**config.mk**
```make
export PLATFORM = sky130hd
export DESIGN_NAME = snake_mmio_responder_flat
export DESIGN_NICKNAME = d
export VERILOG_FILES = /design/src/rtl/snake_mmio_responder_if.sv /design/src/rtl/snake_mmio_responder.sv /design/src/flat_wrapper.sv
export SDC_FILE = /design/constraint.sdc
export NUM_CORES = 2
export LEC_CHECK = 0
export CAP_MARGIN = 10
export CORE_MARGIN = 2
export CORE_UTILIZATION = 49
export CTS_CLUSTER_SIZE = 30
export DETAILED_ROUTE_END_ITERATION = 6
export PLACE_DENSITY = 0.82
export SLEW_MARGIN = 40
export SYNTH_ARGS = -nofsm -noshare
export SYNTH_HDL_FRONTEND = slang
export SYNTH_SLANG_ARGS = --single-unit
```
**constraint.sdc**
```tcl
create_clock -name clock -period 2.2 [get_ports clock]
set_input_delay 0.44 -clock clock [delete_from_list [all_inputs] [get_ports clock]]
set_output_delay 0.44 -clock clock [all_outputs]
set_load 0.03 [all_outputs]
```
**src/rtl/snake_mmio_responder_if.sv**
```systemverilog
// Processor data-memory port as seen by the snake display responder.
// The processor side drives the address, store data and enable; the responder answers loads.
interface snake_mmio_responder_if #(
  parameter int ADDR_WIDTH = 12,
  parameter int DATA_WIDTH = 32
);
  logic [ADDR_WIDTH-1:0] address_dmem;
  logic [DATA_WIDTH-1:0] data;
  logic                  wren;
  logic [DATA_WIDTH-1:0] q_mmio;
  logic                  hit;

  modport master (
    output address_dmem,
    output data,
    output wren,
    input  q_mmio,
    input  hit
  );

  modport slave (
    input  address_dmem,
    input  data,
    input  wren,
    output q_mmio,
    output hit
  );
endinterface

```
**src/rtl/snake_mmio_responder.sv**
```systemverilog
// Shadow-bank responder on the dmem port: stores land in a shadow bank, and a requested
// commit copies the bank onto the snake_data display bus at the next frame_sync rising edge.
module snake_mmio_responder #(
  parameter int                    ADDR_WIDTH = 12,
  parameter int                    DATA_WIDTH = 32,
  parameter int                    NUM_WORDS  = 12,
  parameter logic [ADDR_WIDTH-1:0] BASE_ADDR  = 12'hF00
) (
  input  logic                            clock,
  input  logic                            reset,
  snake_mmio_responder_if.slave           bus,
  input  logic                            frame_sync,
  output logic [NUM_WORDS*DATA_WIDTH-1:0] snake_data,
  output logic                            commit_pending,
  output logic [15:0]                     frame_count
);

  localparam logic [ADDR_WIDTH-1:0] WINDOW_WORDS = ADDR_WIDTH'(NUM_WORDS);
  localparam int                    BUS_WIDTH    = NUM_WORDS * DATA_WIDTH;

  logic [DATA_WIDTH-1:0] shadow_q [NUM_WORDS];
  logic [DATA_WIDTH-1:0] shadow_d [NUM_WORDS];
  logic [BUS_WIDTH-1:0]  snake_data_q, snake_data_d;
  logic                  commit_pending_q, commit_pending_d;
  logic [15:0]           frame_count_q, frame_count_d;
  logic                  fs_prev_q, fs_prev_d;
  logic [DATA_WIDTH-1:0] q_mmio_q, q_mmio_d;
  logic                  hit_q, hit_d;

  logic [ADDR_WIDTH-1:0] offset;
  logic                  shadow_hit;
  logic                  ctrl_hit;
  logic                  store_shadow;
  logic                  store_ctrl;
  logic                  fs_edge;
  logic                  commit;
  logic [BUS_WIDTH-1:0]  shadow_flat;

  // Unsigned offset wraps for addresses below the base, so a single compare bounds the window.
  always_comb begin
    offset       = bus.address_dmem - BASE_ADDR;
    shadow_hit   = (offset < WINDOW_WORDS);
    ctrl_hit     = (offset == WINDOW_WORDS);
    store_shadow = bus.wren & shadow_hit;
    store_ctrl   = bus.wren & ctrl_hit;
    fs_edge      = frame_sync & ~fs_prev_q;
    commit       = fs_edge & commit_pending_q;
    fs_prev_d    = frame_sync;
  end

  always_comb begin
    shadow_flat = '0;
    for (int i = 0; i < NUM_WORDS; i++) begin
      shadow_flat[i*DATA_WIDTH +: DATA_WIDTH] = shadow_q[i];
    end
  end

  always_comb begin
    shadow_d = shadow_q;
    for (int i = 0; i < NUM_WORDS; i++) begin
      if (store_shadow && (offset == ADDR_WIDTH'(i))) begin
        shadow_d[i] = bus.data;
      end
    end
  end

  // A control store in the commit cycle overrides the commit's own clear of the pending flag.
  always_comb begin
    snake_data_d     = snake_data_q;
    commit_pending_d = commit_pending_q;
    frame_count_d    = frame_count_q;
    if (commit) begin
      snake_data_d     = shadow_flat;
      commit_pending_d = 1'b0;
      frame_count_d    = frame_count_q + 16'd1;
    end
    if (store_ctrl) begin
      commit_pending_d = bus.data[0];
    end
  end

  always_comb begin
    q_mmio_d = '0;
    hit_d    = shadow_hit | ctrl_hit;
    if (shadow_hit) begin
      for (int i = 0; i < NUM_WORDS; i++) begin
        if (offset == ADDR_WIDTH'(i)) begin
          q_mmio_d = shadow_q[i];
        end
      end
    end else if (ctrl_hit) begin
      q_mmio_d = DATA_WIDTH'({frame_count_q, 15'b0, commit_pending_q});
    end
  end

  always_ff @(posedge clock) begin
    if (reset) begin
      shadow_q         <= '{default: '0};
      snake_data_q     <= '0;
      commit_pending_q <= 1'b0;
      frame_count_q    <= '0;
      fs_prev_q        <= 1'b0;
    end else begin
      shadow_q         <= shadow_d;
      snake_data_q     <= snake_data_d;
      commit_pending_q <= commit_pending_d;
      frame_count_q    <= frame_count_d;
      fs_prev_q        <= fs_prev_d;
    end
  end

  // Read port sits on the inverted clock like dmem's syncram, so loads resolve in the same cycle.
  always_ff @(negedge clock) begin
    if (reset) begin
      q_mmio_q <= '0;
      hit_q    <= 1'b0;
    end else begin
      q_mmio_q <= q_mmio_d;
      hit_q    <= hit_d;
    end
  end

  assign snake_data     = snake_data_q;
  assign commit_pending = commit_pending_q;
  assign frame_count    = frame_count_q;
  assign bus.q_mmio     = q_mmio_q;
  assign bus.hit        = hit_q;

endmodule

```
**src/flat_wrapper.sv**
```systemverilog
// flat-port wrapper written by rule: the top's interface ports become plain ports
module snake_mmio_responder_flat 
#(
  parameter int                    ADDR_WIDTH = 12,
  parameter int                    DATA_WIDTH = 32,
  parameter int                    NUM_WORDS  = 12,
  parameter logic [ADDR_WIDTH-1:0] BASE_ADDR  = 12'hF00
)
  (clock, reset, frame_sync, snake_data, commit_pending, frame_count, bus_address_dmem, bus_data, bus_wren, bus_q_mmio, bus_hit);
  snake_mmio_responder_if #(.ADDR_WIDTH(ADDR_WIDTH), .DATA_WIDTH(DATA_WIDTH)) bus_i ();
  input  logic clock;
  input  logic reset;
  input  logic frame_sync;
  output logic [NUM_WORDS*DATA_WIDTH-1:0] snake_data;
  output logic commit_pending;
  output logic [15:0] frame_count;
  input wire logic [$bits(bus_i.address_dmem)-1:0] bus_address_dmem;
  input wire logic [$bits(bus_i.data)-1:0] bus_data;
  input wire logic [$bits(bus_i.wren)-1:0] bus_wren;
  output wire logic [$bits(bus_i.q_mmio)-1:0] bus_q_mmio;
  output wire logic [$bits(bus_i.hit)-1:0] bus_hit;
  assign bus_i.address_dmem = bus_address_dmem;
  assign bus_i.data = bus_data;
  assign bus_i.wren = bus_wren;
  assign bus_q_mmio = bus_i.q_mmio;
  assign bus_hit = bus_i.hit;
  snake_mmio_responder #(.ADDR_WIDTH(ADDR_WIDTH), .DATA_WIDTH(DATA_WIDTH), .NUM_WORDS(NUM_WORDS), .BASE_ADDR(BASE_ADDR)) u_core (.clock(clock), .reset(reset), .bus(bus_i), .frame_sync(frame_sync), .snake_data(snake_data), .commit_pending(commit_pending), .frame_count(frame_count));
endmodule
```
# [Word-level counts from Yosys, hierarchy flattened]
# Index checks and enable logic that the tools add are counted.
[word_totals] reg_bits=819 in_bits=48 out_inout_bits=434 wordCells=69
[classes] n_addsub=2 magnitude_cmp=1 n_eq_ne=12 mux=16 n_bitwise=6 n_reduce_logical=14
[ops] op="$mux W32" count=14
[ops] op="$eq A12 B4 Y1 const B" count=5
[ops] op="$eq A12 B3 Y1 const B" count=4
[ops] op="$eq A12 B2 Y1 const B" count=2
[ops] op="$add A16 B1 Y16 const B" count=1
[ops] op="$eq A12 B1 Y1 const B" count=1
[ops] op="$logic_and A1 B1 Y1" count=12
[ops] op="$logic_not A12 Y1" count=1
[ops] op="$lt A12 B4 Y1 const B" count=1
[ops] op="$sub A12 B12 Y12 const B" count=1
[ops] op="$and A1 B1 Y1" count=4
[ops] op="$mux W1" count=2
[ops] op="$reduce_bool A2 Y1" count=1
[ops] op="$not A1 Y1" count=1
[ops] op="$or A1 B1 Y1" count=1

# [Depth between registers and ports, before layout]
[depth] depth_word=15 depth_mapped=10 depth_no_buf=6

==> metrics.txt <==
Slew Viols, Final=0; dominant synthesized flop cell=dfxtp_1; Port Buffers=just under 500; clock latency on the worst-skew pair=0.67 ns; post-synthesis register bit count=819; grt total ovfl=0; failing checks=DRC, setup timing; PD cells=656 nW/um2; Die Area=66400 um2; H-tree level count=3; fraction of layout cells with a size suffix above 1=21.1%; crit-path max FO=2; area of the multi-input gates=14800 um2; final net count=around 5000; drt pass-1 iters=7; initial antenna violation count=6; final setup fails=66; Synth Cell Area=~32000 um2; Initial Util=49.3%; worst reg2reg startpoint=u_core.shadow_flat[118]$_SDFFE_PP0P_; Final Wtd Congestion=1.05; first-pass GRT wire length=roughly 210 mm; DR WL/cell=24.9 um; area growth from synthesis to layout=47.2%; CTS tree=built; hold slack final=0.285 ns; DRC violations left=11; Max Clock Skew=roughly 0.045 ns; crit path from=u_core.shadow_flat[118]$_SDFFE_PP0P_; All-Layer GR Usage=43.0%; post-synthesis sequential area ratio=52.0%; row count=93; switching share of power=about a quarter; yosys warns=0; P_sw=about 7.3 mW; Req. time, crit path=1.65 ns; Post-Route WL=approximately 150 mm; sequential share of power=48.6%; Worst Hold Class=in -> reg; worst slew pin tran=0.632 ns; CP Class=reg -> reg; Max-Cap Viols=0; Storage cell area=16500 um2; RSZ-0062 raised after global routing=true; Diodes inserted=0; largest net degree at the start of global routing=135; Setup Slack @ Placement=-1.77 ns; Min-Delay Startpoint=reset; ys async rst share=0%; setup TNS=-32.99 ns; First DRT Iteration DRCs=5387; Clk network pwr share=between 40% and 50%; dominant cells by area after synthesis=dfxtp_1, nand2_1, a21oi_1, clkbuf_1, buf_2; Vias=35300; Mean Syn Cell Area=7.65 um2; die width=258 um; commonest cells after routing, fill and taps aside=nand2_1, a21oi_1, dfxtp_1, buf_4, clkdlybuf4s50_1; clock tree root buffer cell=clkbuf_16; max-slew headroom at the worst pin=57.8%; CTS Buf Count=81; P_int=23.1 mW; leading area contributor after synthesis=dfxtp_1; status=complete, but fails checks; final hold violation count=0; Detail Placement HPWL=105 mm; CTS sink cnt=819; arrival time at the worst endpoint=2.28 ns; Crit. End Element=flip-flop; chip height=around 260 um; Top Ports=482; Vias/cell=5.91; cells after synthesis=4124; Reg clk slew, reported paths=0.06 ns; Post-synth EDFFs=0; vias in the first global route=approximately 33000; # fillers=roughly 4600; leakage=between 15 and 20 nW; Netlist cell types=68; Bufs on Longest Clock Path=3; Final WS setup=-0.629 ns; share of the synthesized area in the top cell type=52.0%; design area=46400 um2; DP Area=42100 um2; core box area=64000 um2; Critical Path Source Type=flip-flop; commonest non-fill, non-tap cell in the layout=nand2_1; maximum VDD drop=0.521 mV; syn nets=4173; ANT nets after route=0; FF-to-FF setup slack=-0.63 ns; Logic pwr share=under 10%
-- area by class of cell --
cell class | instances | share of cell area, %
repair buffers | 1178 | 24.3
multi-input cells | 2946 | 31.9
well taps | 855 | 2.30
inverters | 5 | 0.0404
clock inverters | 68 | 0.992
clock buffers | 111 | 4.87
flip-flops and latches | 819 | 35.6
-- power by group through the flow --
| stage | clock network, mW | registers, mW | logic (mW) |
|---|---|---|---|
| after detailed placement | 0.0944 | 15.2 | 1.35 |
| after global placement | 0.0944 | 15.2 | 1.34 |
| after global routing | 14.6 | 14.8 | 1.57 |
| after CTS | 14.0 | 14.8 | 1.45 |
| after floorplan | 0.0944 | 15.2 | 0.563 |
| final | 14.1 | 14.8 | 1.57 |
-- synth_stat cells (4+ instances only) --
cell type	count
dfxtp_1	819
nor4_1	4
o21ai_0	44
nor3_2	7
o2111ai_1	6
and3_1	8
nand3_1	21
a211oi_1	10
nor3_1	13
clkbuf_1	255
o221ai_1	18
or2_2	4
o211ai_1	7
buf_4	6
buf_1	16
o22a_1	7
and4_1	5
a21oi_1	844
a21o_1	7
mux2i_1	33
buf_2	77
xor2_1	11
a22oi_1	28
o21bai_1	4
o221a_2	4
o22ai_1	23
mux4_2	6
and2_1	8
nor2_1	91
nand4_1	7
inv_1	6
a22o_1	4
nor2b_1	14
a222oi_1	10
a31oi_1	13
nand2_1	1610
nand2b_1	7
or3_1	7
a221oi_1	14
-- stage by stage --
stage               std cells  power (mW)  utilization [%]
CTS                      5973        30.3             71.9
global placement         5763        16.6             65.7
global route             5982        31.0             72.5
detailed placement       5766        16.6             65.8
finish                   5982        30.5             72.5
floorplan                4124        15.8                -
-- metal layers --
layer  vias to the layer above  wire length, um  track usage [%]  share of wire [%]
met5                         -               44                0              0.030
met1                     16700            54700             55.7                 37
li1                      15600                -                -                  -
met4                         6            10900             26.5                7.3
met2                      2548            63200             64.2                 42
met3                       548            20300             11.2                 14
-- state kept, by name, summed over array words and instances (netlist names) --
signal and flops:
u_core.bus.q_mmio 32, u_core.commit_pending 1, u_core.snake_data 384, u_core.frame_count 16, u_core.fs_prev_q 1, u_core.bus.hit 1, u_core.shadow_flat 384
-- worst max-delay path, cell delays in order, from the launching register on --
cell	delay [ns]
dfxtp_4	0.36
mux4_2	0.54
nand4_1	0.20
o41ai_4	0.12
o31ai_2	0.09
a31oi_2	0.17
a21o_1	0.17
-- path summary, 6_finish.rpt --
path | to | depth (start not counted)
max | u_core.bus.q_mmio[22]$_SDFF_NP0_ | 6
max reg2reg | u_core.bus.q_mmio[22]$_SDFF_NP0_ | 6
min reg2reg | u_core.snake_data[50]$_SDFFE_PP0P_ | 2
min | u_core.shadow_flat[382]$_SDFFE_PP0P_ | 4
-- kinds of logic (layout without fill, tap and decap cells) --
logic type / after synthesis / in the layout / share of synthesized area (%)
AOI/OAI and AO/OA: 1068 / 1068 / 18.6
xor gates and xnor gates: 14 / 14 / 0.389
adders and majority gates: 1 / 1 / 0.0397
buffers and inverters: 360 / 1362 / 4.66
DFF: 819 / 819 / 52.0
muxes: 42 / 42 / 1.58
and+or+nand+nor: 1820 / 1821 / 22.7
-- timing repair --
item,4_1_cts,5_1_grt
resized for setup,278,79
pin swaps,65,47
endpoints found under the setup margin,467,77
buffers inserted,30,10
hold buffers,0,0
cloned,3,1
Note: power is estimated with default switching activity, not from simulation.
